===== src/rtl/mux_nx1_stream_arb.sv =====
// N:1 registered stream mux with internal round-robin / fixed-priority arbiter and packet lock.
// Latency 1 clk, 1 beat/clk; a stalled output (out_valid && !out_ready) holds out_* and drops all in_ready.
module mux_nx1_stream_arb #(
    parameter int N_CH  = 4,
    parameter int WIDTH = 8,
    parameter int MODE  = 0
) (
    input  logic                    clk,
    input  logic                    rst_n,
    input  logic [N_CH*WIDTH-1:0]   in_data,
    input  logic [N_CH-1:0]         in_valid,
    input  logic [N_CH-1:0]         in_last,
    output logic [N_CH-1:0]         in_ready,
    output logic [WIDTH-1:0]        out_data,
    output logic                    out_valid,
    output logic                    out_last,
    output logic [$clog2(N_CH)-1:0] out_ch,
    input  logic                    out_ready,
    output logic                    locked
);

    localparam int CH_W = $clog2(N_CH);

    typedef enum logic {IDLE, LOCK} state_t;

    typedef struct packed {
        logic [WIDTH-1:0] dat;
        logic             last;
        logic [CH_W-1:0]  ch;
    } beat_t;

    state_t          state, state_nxt;
    logic [CH_W-1:0] lock_ch;
    logic [CH_W-1:0] rr_ptr;
    logic [CH_W-1:0] grant;
    logic            grant_vld;
    logic            load_en;
    logic            xfer;
    logic            out_vld_q;
    beat_t           out_q;
    logic [WIDTH-1:0] ch_dat [N_CH];

    for (genvar k = 0; k < N_CH; k++) begin : g_ch_dat
        assign ch_dat[k] = in_data[k*WIDTH +: WIDTH];
    end

    assign load_en = !out_vld_q || out_ready;
    assign xfer    = load_en && grant_vld;

    // Loops run downward so the lowest index / smallest offset from rr_ptr wins.
    always_comb begin
        grant     = '0;
        grant_vld = 1'b0;
        if (state == LOCK) begin
            grant     = lock_ch;
            grant_vld = in_valid[lock_ch];
        end else if (MODE == 1) begin
            for (int i = N_CH - 1; i >= 0; i--) begin
                if (in_valid[i]) begin
                    grant     = CH_W'(i);
                    grant_vld = 1'b1;
                end
            end
        end else begin
            for (int i = N_CH - 1; i >= 0; i--) begin
                if (in_valid[(int'(rr_ptr) + i) % N_CH]) begin
                    grant     = CH_W'((int'(rr_ptr) + i) % N_CH);
                    grant_vld = 1'b1;
                end
            end
        end
    end

    always_ff @(posedge clk or negedge rst_n) begin
        if (!rst_n) begin
            state <= IDLE;
        end else begin
            state <= state_nxt;
        end
    end

    always_comb begin
        state_nxt = state;
        if (xfer) begin
            state_nxt = in_last[grant] ? IDLE : LOCK;
        end
    end

    // Producers must never see ready while the block is held in reset.
    always_comb begin
        locked   = (state == LOCK);
        in_ready = '0;
        if (rst_n && xfer) begin
            in_ready[grant] = 1'b1;
        end
    end

    always_ff @(posedge clk or negedge rst_n) begin
        if (!rst_n) begin
            lock_ch <= '0;
            rr_ptr  <= '0;
        end else begin
            if (xfer && state == IDLE) begin
                lock_ch <= grant;
            end
            if (MODE == 0 && xfer && in_last[grant]) begin
                rr_ptr <= (grant == CH_W'(N_CH - 1)) ? '0 : grant + 1'b1;
            end
        end
    end

    always_ff @(posedge clk or negedge rst_n) begin
        if (!rst_n) begin
            out_vld_q <= 1'b0;
            out_q     <= '0;
        end else if (xfer) begin
            out_vld_q  <= 1'b1;
            out_q.dat  <= ch_dat[grant];
            out_q.last <= in_last[grant];
            out_q.ch   <= grant;
        end else if (out_ready) begin
            out_vld_q <= 1'b0;
        end
    end

    assign out_valid = out_vld_q;
    assign out_data  = out_q.dat;
    assign out_last  = out_q.last;
    assign out_ch    = out_q.ch;

endmodule


===== config.mk =====
export PLATFORM = sky130hd
export DESIGN_NAME = mux_nx1_stream_arb
export DESIGN_NICKNAME = d
export VERILOG_FILES = /design/src/rtl/mux_nx1_stream_arb.sv
export SDC_FILE = /design/constraint.sdc
export NUM_CORES = 1
export LEC_CHECK = 0
export ABC_CLOCK_PERIOD_IN_PS = 2600
export BUFFER_PORTS_ARGS = -buffer_cell sky130_fd_sc_hd__buf_4
export CAP_MARGIN = 10
export CORE_ASPECT_RATIO = 1.75
export CORE_MARGIN = 3
export CORE_UTILIZATION = 46
export CTS_BUF_LIST = sky130_fd_sc_hd__clkbuf_4 sky130_fd_sc_hd__clkbuf_8
export CTS_CLUSTER_DIAMETER = 150
export DETAILED_ROUTE_END_ITERATION = 8
export PLACE_DENSITY_LB_ADDON = 0.3
export SKIP_LAST_GASP = 1
export SLEW_MARGIN = 30
export SYNTH_ARGS = -nofsm -noshare
export SYNTH_HDL_FRONTEND = slang
export SYNTH_SLANG_ARGS = --single-unit

===== constraint.sdc =====
create_clock -name clk -period 2.6 [get_ports clk]
set_input_delay 0.39 -clock clk [delete_from_list [all_inputs] [get_ports clk]]
set_output_delay 0.39 -clock clk [all_outputs]
set_load 0.1 [all_outputs]

# Yosys cells after proc, flatten, opt, wreduce, memory -nomap -nowiden
# Index checks and enable logic that the tools add are counted.
[totals]
ff_bits = 17
inputBits = 43
wordCells = 71
[op_classes]
add_sub_neg = 4
n_lt_le_gt_ge = 8
eq_ne = 1
mux = 35
bitwise = 5
reduce_logical = 11
[ops]
columns = ["operator", "n"]
rows = [
  ["$mux 1", 18],
  ["$bmux 8 s2", 1],
  ["$mux 8", 2],
  ["$bmux 1 s2", 6],
  ["$lt 3x4->1 const B", 3],
  ["$mux 2", 6],
  ["$lt 2x3->1 const B", 3],
  ["$reduce_or 2->1", 3],
  ["$logic_and 1x1->1", 5],
  ["$add 2x1->2 const B", 2],
  ["$add 2x2->2 const B", 2],
  ["$mux 4", 1],
  ["$and 1x1->1 const A", 3],
  ["$ge 3x3->1 const B", 1],
  ["$not 2->3", 1],
  ["$demux 1 s2", 1],
  ["$eq 2x2->1 const B", 1],
  ["$ge 2x1->1 const B", 1],
  ["$reduce_bool 2->1", 1],
  ["$logic_not 1->1", 1],
  ["$logic_or 1x1->1", 1],
  ["$not 1->1", 1],
]

# Logic depth before layout (Yosys ltp)
# Gate-level depths: netlist (run 1).
[logic_depth]
ltp_word = 16
ltp_mapped = 7
depth_no_buf = 7

# Worst setup path after synthesis (run 1)
# No wires, ideal clock.
[synth_path]
path_type = "reg2out"
start = "register state, in the netlist locked"
end = "output port in_ready[0]"
arrival_time_ns = 2.792
required_time_ns = 2.210
setup_slack_ns = -0.582
stages_incl_launch_ff = 7
n_path_buf = 3
path_cell_list = "dfrtp_1 -> clkbuf_2 -> nor2_1 -> nor3_1 -> buf_4 -> buf_2 -> and3_1"
[synth_between]
elab_chain_cells = 6
word_cells_on_any_way = 10
[synth_rtl]
columns = ["element", "line", "source"]
rows = [
  ["start: declaration", "32", "state_t state, state_nxt;"],
  ["start signal: assignment", "78", "state <= state_nxt;"],
  ["$mux 2", "54", "if (state == LOCK) begin"],
  ["$lt 2x3->1 (not written as such) or $ge 2x1->1 (tied branches)", "94", "in_ready[grant] = 1'b1;"],
  ["$logic_and 1x1->1 (not written as such)", "94", ""],
  ["$mux 1 (not written as such)", "94", ""],
  ["$demux 1 s2", "94", ""],
  ["$mux 4 (*)", "93", "if (rst_n && xfer) begin"],
  ["end: declaration", "13", "output logic [N_CH-1:0] in_ready,"],
]
# Mark *: on every way between the ends. The rest lies on a longest branch, timed or not.

# Final worst setup path (run 1)
[layout_path]
start = "register rr_ptr[0]"
end = "output port in_ready[1]"
[layout_between]
elab_chain_cells = 14
word_cells_on_any_way = 32
[layout_rtl]
columns = ["element", "line", "source"]
rows = [
  ["start: declaration", "34", "logic [CH_W-1:0] rr_ptr;"],
  ["start signal: assignment", "107", "rr_ptr <= (grant == CH_W'(N_CH - 1)) ? '0 : grant + 1'b1;"],
  ["$add 2x2->2", "66, 67", ""],
  ["$bmux 1 s2", "66", "if (in_valid[(int'(rr_ptr) + i) % N_CH]) begin"],
  ["$mux 1 (not written as such) (2 in series)", "66", ""],
  ["$mux 2 (4 in series)", "66", ""],
  ["$mux 2", "54", ""],
  ["$lt 2x3->1 (not written as such) or $ge 2x1->1 (tied branches)", "94", ""],
  ["$logic_and 1x1->1 (not written as such)", "94", ""],
  ["$mux 1 (not written as such)", "94", ""],
  ["$demux 1 s2", "94", ""],
  ["$mux 4 (*)", "93", ""],
]
# Mark *: on every way between the ends. The rest lies on a longest branch, timed or not. The select of a mux whose other input is x is not followed.

==> impl.org, run 1 <==
** Cells and area
- Number of filler cells placed in the layout :: 166
- The library cell used most frequently in the layout, excluding fill and tap cells, is buf_4.
- After the last flow step, the layout net total stands at 200.
- Fraction of final layout cells sized beyond drive strength 1 :: 63.8%
- Leaving out fill and tap cells, the most frequent cells in the layout are 60 x buf_4, 15 x dfrtp_1, 9 x mux4_2.
- Flip-flop and latch area :: 428 µm²
- The area growth from synthesis to layout is 50.4%.
- The number of antenna diodes in the final layout is 0.
- In the final layout, the multi-input gates occupy 701 µm².
- Post-Layout Cell Count :: 177

** Clock tree
- Setup repair bufs after CTS :: 0
- The number of clock buffers added by TritonCTS is 3.
- Clock edge transition at the registers on the reported setup and hold paths :: 0.06 ns
- The clock net in this run drives a total of 17 sinks.
- Clock tree synthesis selected as its root buffer the cell clkbuf_8.
- In this run the number of H-tree levels came out at 1.
- TritonCTS clock tree :: yes
- Clock buffer depth :: 2
- The clock reaches the later pin of the worst-skew pair after 0.25 ns.

** Drt
- Number of DRC markers in iteration 0 :: 33
- Post-detailed-route wirelength per cell :: 16.2 µm
- The pre-antenna-repair detailed-routing pass consisted of 4 iterations.
- Total vias in the final route :: 1,006
- In the routed design, unresolved DRC markers number 0.
- For this block, the routed nets add up to 2.87 mm of wire.
- In this run the remaining antenna-violating nets after routing total 0.
- After detailed routing, the number of vias per cell comes to 5.68.

** Placement
- IO buf count :: 59
- Total half-perimeter wirelength after legalization and detailed placement :: 2.27 mm
- Once placement completed, the tool counted placed cells totaling 172.
- The congestion estimate from routability-driven global placement came to 0.811.

** Setup path
- Startpoint types :: register
- The endpoint identified for the worst register-to-register timing path is out_data[4]$_DFFE_PN0P_.
- Maximum fanout encountered on the critical timing path :: 6
- Worst reg2reg setup slack :: 0.43 ns
- Critical path arrival :: 2.11 ns
- The worst setup path is of the reg2out kind.
- Endpoint class of the critical path :: output pin
- Cell breakdown of the critical path :: nand2b_1, a21oi_1, o31ai_4, inv_1, ha_1, and3_2, buf_4
- Measured in cells, the most critical reg-to-reg path has a length of 6.
- Worst R2R Start :: rr_ptr[1]$_DFFE_PN0P_
- In this design, the stage delay of the slowest critical-path cell is 0.42 ns.
- Crit path required time :: 2.21 ns
- Crit path max-delay cell type :: dfrtp_1

** Floorplanning
- Core box area :: 2330 µm²
- The die covers 3130 µm².
- Measured along the x axis, the die boundary spans 43.6 µm.
- Initial standard-cell utilization of the core :: 48.8%
- 60 I/O pins were placed.
- The floorplan has 23 rows.
- The die is 71.8 µm tall.

** Min path
- The startpoint identified for the worst hold timing path is out_ready.
- Along the worst hold path, the cell count comes to 3.
- Worst min-delay path category :: in2reg
- Worst-case hold path end point :: out_valid$_DFFE_PN0P_

** Timing
- Maximum clock frequency :: 400 MHz
- Pin slew with the least headroom to its limit :: 0.431 ns
- Worst-case clock skew :: 0.00198 ns
- Final setup violation count :: 0
- Of the available clock period, the critical path in the final layout requires 96.1%.
- Setup repair after global routing could not meet its margin everywhere.
- In this run the tightest slew margin relative to its limit is 71.2%.
- Final hold violation count :: 0
- Max Transition Viols Final :: 0
- The routed design could run at a clock period as short as 2.50 ns.

** Outcome
- The run finished with clean final reports.

** GRT
- The via count of the first global-routing pass came to 1,135.
- Wire length of the first global-routing pass :: 4.73 mm
- Entering global routing, the biggest net connects 22 pins.
- The initial antenna violation count is 0.
- Global routing used 20.0% of the available tracks across all layers.
- Total congestion overflow :: 0

** Logic synthesis
- The number of nets in the synthesized netlist is 136.
- Cell count after synthesis :: 89
- The cell area that synthesis handed to floorplanning was 1140 µm².
- Mean instance size in the synthesized netlist :: 12.8 µm²
- Netlist cell types :: 33
- For this run, the register share of the synthesized area comes to 37.4%.
- During synthesis, Yosys emitted a total of 0 warnings.
- Number of flip-flops and latches in the synthesized netlist :: 17

** Job
- Maximum capacitance violations :: 0
cell usage after synthesis, drive strengths merged:
library cell,instances,share of area [%]
a21boi,1,0.66
a21oi,3,1.3
a2bb2oi,1,1.3
a311oi,1,0.77
and2,1,0.55
and3,4,2.2
buf,3,1.5
clkbuf,1,0.44
dfrtp,17,37
ha,4,4.4
inv,5,1.9
mux2,10,13
mux2i,2,1.8
mux4,9,18
nand2,4,1.3
nand2b,1,0.55
nor2,4,1.3
nor2b,3,1.6
nor3,1,0.44
o21a,1,0.66
o21ai,6,3.6
o21bai,1,0.66
o221ai,1,1.3
o31ai,2,1.8
o41ai,1,0.77
or3b,1,0.77
or4,1,0.66
stage by stage:
step	area (µm²)	setup slack, ns	hold WS, ns	TNS [ns]	util (%)
after global routing	1710	-0.0384	0.482	-0.0384	73.5
after floorplan	1140	0.00382	0.0944	0	-
after CTS	1700	0.0414	0.475	0	72.8
after global placement	1620	0.233	0.271	0	69.7
final	1710	0.102	0.470	0	73.5
after detailed placement	1620	0.148	0.275	0	69.7
state kept, by name, indices dropped and copies added, names as in the netlist:
| name | cells |
|---|---|
| out_valid | 1 |
| locked | 1 |
| lock_ch | 2 |
| out_data | 8 |
| rr_ptr | 2 |
| out_last | 1 |
| out_ch | 2 |
timing repair:
action | CTS | global route
gates cloned | 0 | 0
hold endpoints to repair | 17 | 0
endpoints found under the setup margin | 2 | 4
resized for setup | 2 | 4
hold buffers | 1 | 0
pin swaps | 1 | 0
layer usage:
layer  wire [µm]  track usage, %  up-vias
met5           0               0        -
met4          57            12.8        0
met3         183            2.51        7
met2        1650            36.2       40
met1         973            20.5      498
li1            -               -      461
critical path, delay by kind of cell (launching register included):
family                     cells  cell delay [ns]
AOI/OAI and AO/OA              2             0.53
DFF                            1             0.42
buffers and inverters          2             0.38
and+or+nand+nor                2             0.33
adders and majority gates      1             0.20
how the worst max path moves through the flow:
stage | from | to | depth (start not counted) | slack (ns)
after global routing | rr_ptr[0]$_DFFE_PN0P_ | in_ready[1] | 7 | -0.04
after detailed placement | in_valid[2] | in_ready[1] | 8 | 0.15
after floorplan | out_valid$_DFFE_PN0P_ | in_ready[0] | 5 | 0.004
after CTS | rr_ptr[1]$_DFFE_PN0P_ | in_ready[1] | 7 | 0.04
after global placement | in_valid[0] | in_ready[0] | 8 | 0.23
final | rr_ptr[0]$_DFFE_PN0P_ | in_ready[1] | 7 | 0.10
final cells by class:
| type | count | share of cell area [%] |
|---|---|---|
| multi-input cells | 63 | 40.9 |
| repair buffers | 63 | 28.2 |
| clock buffers | 4 | 2.85 |
| well taps | 25 | 1.83 |
| inverters | 5 | 1.24 |
| flip-flops and latches | 17 | 25.0 |
cells by family after synthesis:
| family | Yosys count | share of synthesized area, % |
|---|---|---|
| AO/OA/AOI/OAI | 18 | 12.9 |
| AND/OR/NAND/NOR | 20 | 9.45 |
| flip-flops | 17 | 37.4 |
| buffers and inverters | 9 | 3.85 |
| multiplexers | 21 | 32.1 |
| adder cells (fa/ha/maj) | 4 | 4.40 |
Power of run 1 is not shown: default switching activity piles up to over one toggle a cycle in this logic, so the estimate is an artifact.
==> run 2: changes to the inputs <==
PLACE_DENSITY_LB_ADDON = 0.05   (was 0.3)
==> run 2 against run 1 <==
Compared with the run above:
- maximum frequency increased by 1.2%
- setup slack improved by 0.031 ns
- clock-buffer cell count unchanged
- clock skew decreased by 0.00070 ns
- first-iteration DRC count decreased by 67%
- sequential share of layout area decreased by 0.055 points
- the flow now finishes with violations (hold timing)
- via count decreased by 0.40%
- highest routed layer unchanged
- critical path depth unchanged
==> impl.org, run 2 (synthesized netlist as in run 1, its figures left out) <==
** Drt
- Using the TritonRoute via totals, the vias-per-cell ratio works out to 5.66.
- In this run the remaining antenna-violating nets after routing total 0.
- The routed design has 2.98 mm of wire.
- In the detailed route, the total length drawn on met3 is 230 µm.
- After the first detailed-routing iteration, the DRC count stood at 11.
- Total vias in the final route :: 1,002
- After detailed routing, the met2 layer carries 1.71 mm of wire.
- The detailed router put a total of 952 µm of wire on met1.
- First-pass detailed-route iteration total :: 4
- DRC :: 0
- The highest layer touched by signal routing is met4.
- Post-detailed-route wirelength per cell :: 16.9 µm

** Placement
- The wire-length estimate of the detail-placed layout is 2.45 mm.
- At the end of routability-driven placement, the weighted congestion stood at 0.739.
- Port buffering added 59 buffers.

** Timing
- RSZ-0062 raised after global routing :: no
- Clock skew on the completed layout was measured at 0.00128 ns.
- Timing would allow up to 405 MHz.
- Minimum clock period after layout :: 2.47 ns
- The final-report hold violation count was 5.
- Share of the clock period used by the worst path :: 94.9%
- Setup TNS Final :: 0 ns
- Final setup violation count :: 0
- The max-slew violation count was 0.
- Pin slew with the least headroom to its limit :: 0.447 ns
- Worst hold slack :: -0.00377 ns
- Worst slew margin relative to its limit :: 70.1%

** Floorplanning
- From left edge to right edge, the die measures 43.6 µm.
- In this run the count of I/O pins placed on the die edge is 60.
- The die is 71.8 µm tall.
- The initial utilization of the core area, before any placement, comes to 48.8%.
- Row count :: 23
- The floorplan step defined a core boundary enclosing 2330 µm².
- The floorplan step defined a die boundary enclosing 3130 µm².

** GRT
- The initial antenna violation count was 0.
- Entering global routing, the biggest net connects 22 pins.
- Wire length of the first global-routing pass :: 4.94 mm
- Global-route total usage across every layer :: 21.1%
- The via count of the first global-routing pass came to 1,136.
- For this run the aggregate overflow at the end of global routing stands at 0.

** Clock tree
- Worst-skew pair later-pin latency :: 0.25 ns
- No sink is reached through more buffers than the 2 on the longest clock path.
- The tree built by TritonCTS fans out to 17 sinks.
- Total clock buffers created by CTS :: 3
- CTS built an H-tree with a depth of 1.
- In this run, post-CTS hold repair placed 0 buffers.
- TritonCTS clock tree :: yes
- Clock edge transition at the registers on the reported setup and hold paths :: 0.06 ns
- Root buffer selected by CTS :: clkbuf_8
- Setup repair bufs after CTS :: 0

** Job
- Maximum capacitance violations :: 0

** Setup path
- The critical path is of the reg2out type.
- Maximum fanout encountered on the critical timing path :: 11
- In this run the number of cells on the critical path is 7.
- Longest individual stage delay on the worst path :: 0.43 ns
- FF-to-FF path depth :: 7
- For this design, the slowest cell found on the critical path is dfrtp_2.
- Worst reg2reg setup slack :: 0.41 ns
- Worst R2R Start :: rr_ptr[0]$_DFFE_PN0P_
- Cell breakdown of the critical path :: mux2i_2, o221ai_2, o21ai_4, inv_6, ha_1, and3_2, buf_6
- Critical path arrival :: 2.08 ns
- Endpoint class of the critical path :: output pin
- Startpoint types :: register
- At the worst endpoint, the required time is 2.21 ns.
- The worst register-to-register path ends at rr_ptr[1]$_DFFE_PN0P_.
- The cell family contributing the most delay on the critical path is flip-flops.
- Together, buffers and inverters on the worst path number 2.

** Outcome
- Failing checks :: hold timing
- Status :: finished, violations left

** Cells and area
- Number of filler cells placed in the layout :: 172
- Flip-flop and latch area :: 428 µm²
- In the layout the commonest cells are 61 x buf_4, 15 x dfrtp_1, 9 x mux4_2.
- The library cell used most frequently in the layout, excluding fill and tap cells, is buf_4.
- Number of antenna diodes :: 0
- The post-route netlist has 65.1% of its cells at a drive strength greater than 1.
- The register with the most flip-flops in the layout has 8 of them.
- The multi-input combinational cells in the finished layout cover a total of 704 µm².
- Final layout net count :: 200
- Compared with the post-synthesis result, the final layout area differs by 50.8%.

** Min path
- The min-delay analysis places its worst path in the category in2async.
[run 2: changes by cell type in the layout (fill, tap and decap cells not counted)]
| cell | before | now |
|---|---|---|
| buf_4 | 60 | 61 |
| dlygate4sd3_1 | 1 | 0 |
| inv_4 | 1 | 0 |
| inv_6 | 0 | 1 |
| mux2i_1 | 2 | 1 |
| mux2i_2 | 0 | 1 |
[run 2: area by class of cell]
class                           instances  share of cell area, %
Tap cell                               25                   1.82
Inverter                                5                   1.38
Timing Repair Buffer                   63                   28.0
Multi-Input combinational cell         63                   41.0
Sequential cell                        17                   24.9
Clock buffer                            4                   2.84
[run 2: layer usage]
layer | track usage (%) | up-vias
li1 | - | 462
met1 | 20.6 | 483
met2 | 39.0 | 48
met3 | 4.27 | 9
met4 | 11.7 | 0
met5 | 0 | -
[run 2: what timing repair did]
| action | CTS | global route |
|---|---|---|
| pin swaps | 0 | 1 |
| gates cloned | 0 | 0 |
| resized for setup | 1 | 7 |
| endpoints found under the setup margin | 4 | 3 |
[run 2: worst reg2reg max path: cells and delay by family, from the launching register on]
kind	cells	cell delay, ns
muxes	2	0.68
AOI/OAI and AO/OA	3	0.64
DFF	1	0.43
buffers and inverters	1	0.19
and+or+nand+nor	1	0.14
[run 2: worst max path at each step]
stage                           startpoint           to  slack [ns]
global placement    lock_ch[0]$_DFFE_PN0P_  in_ready[2]        0.24
finish               rr_ptr[1]$_DFFE_PN0P_  in_ready[0]        0.13
floorplan            out_valid$_DFFE_PN0P_  in_ready[0]       0.004
detailed placement  lock_ch[0]$_DFFE_PN0P_  in_ready[1]        0.25
CTS                  rr_ptr[1]$_DFFE_PN0P_  in_ready[1]        0.02
global route         rr_ptr[1]$_DFFE_PN0P_  in_ready[0]        0.04
[run 2: per-stage QoR]
stage               instance area, µm²  utilization (%)  hold slack [ns]  worst slack, ns  cells
global route                      1720             73.6           0.0126           0.0356    177
CTS                               1690             72.4          0.00541           0.0204    177
finish                            1720             73.6         -0.00377            0.133    177
detailed placement                1630             70.0            0.280            0.246    173
global placement                  1630             70.0            0.271            0.244    173
floorplan                         1140                -           0.0944          0.00382     89
Power of run 2 is left out for the same reason.
==> run 3: changes to the inputs <==
BUFFER_PORTS_ARGS = default   (was -buffer_cell sky130_fd_sc_hd__buf_4)
CORE_ASPECT_RATIO = default   (was 1.75)
CORE_UTILIZATION = 60   (was 46)
DONT_BUFFER_PORTS = 1   (was default)
SETUP_SLACK_MARGIN = 0.2   (was default)
==> run 3 against run 2 <==
Compared with the run above:
- the flow now finishes without violations
- non-clock buffer count is 47 lower
- flip-flop and latch count unchanged
- utilization is 6.5 points higher
- clock-buffer cell count fell by 1
- setup slack improved by 0.0060 ns
- via count decreased by 18%
- register-to-register slack worse by 0.11 ns
- clock skew is 0.0032 ns higher
- first-iteration DRC count unchanged
==> impl.org, run 3 (synthesized netlist as in run 1, its figures left out) <==
** Outcome
- Status :: finished clean

** Drt
- Post-detailed-route wirelength per cell :: 20.3 µm
- Antenna Violating Nets Remaining :: 0
- Summing over every cut layer, the via total after detailed routing is 826.
- Number of DRC markers in iteration 0 :: 11
- DRC :: 0
- After detailed routing, the total wire length is 2.64 mm.
- The first detailed-routing pass took 4 iterations.
- Using the TritonRoute via totals, the vias-per-cell ratio works out to 6.35.

** GRT
- Across every metal layer, demand over resource in global routing totals 23.0%.
- The total overflow left after global routing is 0.
- Wire length of the first global-routing pass :: 4.20 mm
- The via count of the first global-routing pass is 831.
- The initial antenna violation count was 0.
- Largest net degree at the start of global routing :: 18

** Setup path
- The setup check on the worst reg-to-reg path leaves a slack of 0.30 ns.
- Worst R2R Start :: rr_ptr[1]$_DFFE_PN0P_
- Endpoint of the lowest-slack register-to-register path :: out_data[4]$_DFFE_PN0P_
- At the worst endpoint, the arrival time is 2.07 ns.
- Of all nets on the critical path, the largest fanout is 5.
- In this run the worst setup path begins at rr_ptr[1]$_DFFE_PN0P_.
- STA classifies the critical path endpoint as an output pin.
- The most critical setup path has its endpoint at in_ready[1].
- Crit Path Category :: reg2out
- For the worst flop-to-flop path, the logic depth is 8.
- Crit path required time :: 2.21 ns
- Startpoint types :: register

** Clock tree
- The tree is rooted in a clkbuf_4.
- For this design, the sink count on the clock tree is 17.
- TritonCTS clock tree :: yes
- After clock tree synthesis, the clock-pin slew on the worst setup and hold paths is 0.11 ns.
- The longest clock path from root to sink contains 2 buffers.
- TritonCTS created 3 clock buffers.
- In this run the number of H-tree levels came out at 1.
- At the later pin of the worst-skew pair, clock insertion delay measures 0.29 ns.

** Timing
- The worst pin sits at a relative slew slack of 37.6%.
- Post-layout worst setup margin :: 0.139 ns
- Maximum clock frequency :: 406 MHz
- Counting I/O delays and the setup requirement, the final critical path takes 2.46 ns.
- RSZ-0062 raised after global routing :: yes
- Across the routed clock network, the largest skew measured is 0.00446 ns.
- Final setup violation count :: 0
- The final-report hold violation count is 0.
- Pin slew with the least headroom to its limit :: 0.936 ns
- The max-slew violation count is 0.
- Share of the clock period used by the worst path :: 94.7%

** Floorplanning
- Core box area :: 1760 µm²
- Row count :: 15
- The die covers 2460 µm².
- Initial standard-cell utilization of the core :: 64.5%
- Die span in y :: 49.6 µm
- Horizontal extent of the die :: 49.6 µm
- I/O Pins :: 60

** Cells and area
- Post-Layout Cell Count :: 130
- The register with the most flip-flops in the layout has 8 of them.
- Final layout net count :: 153
- Area Growth Syn to Fin :: 24.2%
- Most frequent cells in the layout :: 15 x dfrtp_1, 10 x buf_4, 9 x mux4_2
- Fraction of final layout cells sized beyond drive strength 1 :: 51.4%
- 0 antenna diodes ended up in the layout.
- Most common cell after layout, fill and taps aside :: dfrtp_1

** Placement
- Total half-perimeter wirelength after legalization and detailed placement :: 1.87 mm
- IO buf count :: 0
- At the placement stage, the worst setup path has a slack of 0.254 ns.
- Counting tap cells, the placed design contains a total of 117 instances.
- Routability cong. :: 0.800

** Min path
- The min-delay analysis places its worst path in the category in2reg.

** Job
- Maximum capacitance violations :: 0
run 3: changes by cell type in the layout (fill, tap and decap cells not counted), sizes merged:
| cell | change |
|---|---|
| clkbuf | -1 |
| clkinv | +1 |
| dlygate4sd3 | +1 |
| buf | -48 |
run 3: how the worst min path moves through the flow:
stage | start | to | slack (ns) | depth (start not counted)
after floorplan | rst_n | lock_ch[0]$_DFFE_PN0P_ | 0.09 | 0
after global placement | rst_n | lock_ch[0]$_DFFE_PN0P_ | 0.09 | 0
after detailed placement | rst_n | lock_ch[0]$_DFFE_PN0P_ | 0.09 | 0
after CTS | out_ready | out_valid$_DFFE_PN0P_ | 0.31 | 2
after global routing | out_ready | out_valid$_DFFE_PN0P_ | 0.32 | 2
final | out_ready | out_valid$_DFFE_PN0P_ | 0.31 | 2
run 3: repair_timing:
item / CTS / global route
cloned: 0 / 0
setup endpoints to repair: 4 / 12
setup buffers: 8 / 0
hold endpoints to repair: 17 / 0
pin swaps: 7 / 3
hold buffers: 1 / 0
gates resized for setup: 11 / 1
run 3: routing by layer:
metal / vias to the layer above / wire, µm / GRT usage (%)
met4: 0 / 25 / 8.76
met5: - / 0 / 0
met2: 37 / 1380 / 38.5
met3: 4 / 185 / 5.14
li1: 372 / - / -
met1: 413 / 1060 / 28.9
run 3: through the flow:
stage	hold WS, ns	TNS (ns)	cell area (µm²)	utilization (%)
final	0.314	0	1410	80.1
after global routing	0.321	0	1410	80.1
after CTS	0.311	0	1410	79.9
after detailed placement	0.0949	0	1260	71.6
after global placement	0.0948	-0.0285	1250	71.1
after floorplan	0.0944	0	1170	-
run 3: cell type report:
type | count | area [µm²]
Clock buffer | 3 | 22.5
Clock inverter | 1 | 5.00
Fill cell | 113 | 350
Inverter | 5 | 23.8
Multi-Input combinational cell | 63 | 738
Sequential cell | 17 | 430
Tap cell | 25 | 31.3
Timing Repair Buffer | 16 | 163
run 3: worst max-delay path, stage by stage, from the launching register on:
cell and delay (ns):
dfrtp_1 0.41, buf_6 0.13, mux2i_1 0.21, o221ai_2 0.15
o21ai_4 0.27, ha_1 0.21, and3_4 0.39
Power of run 3 is left out for the same reason.
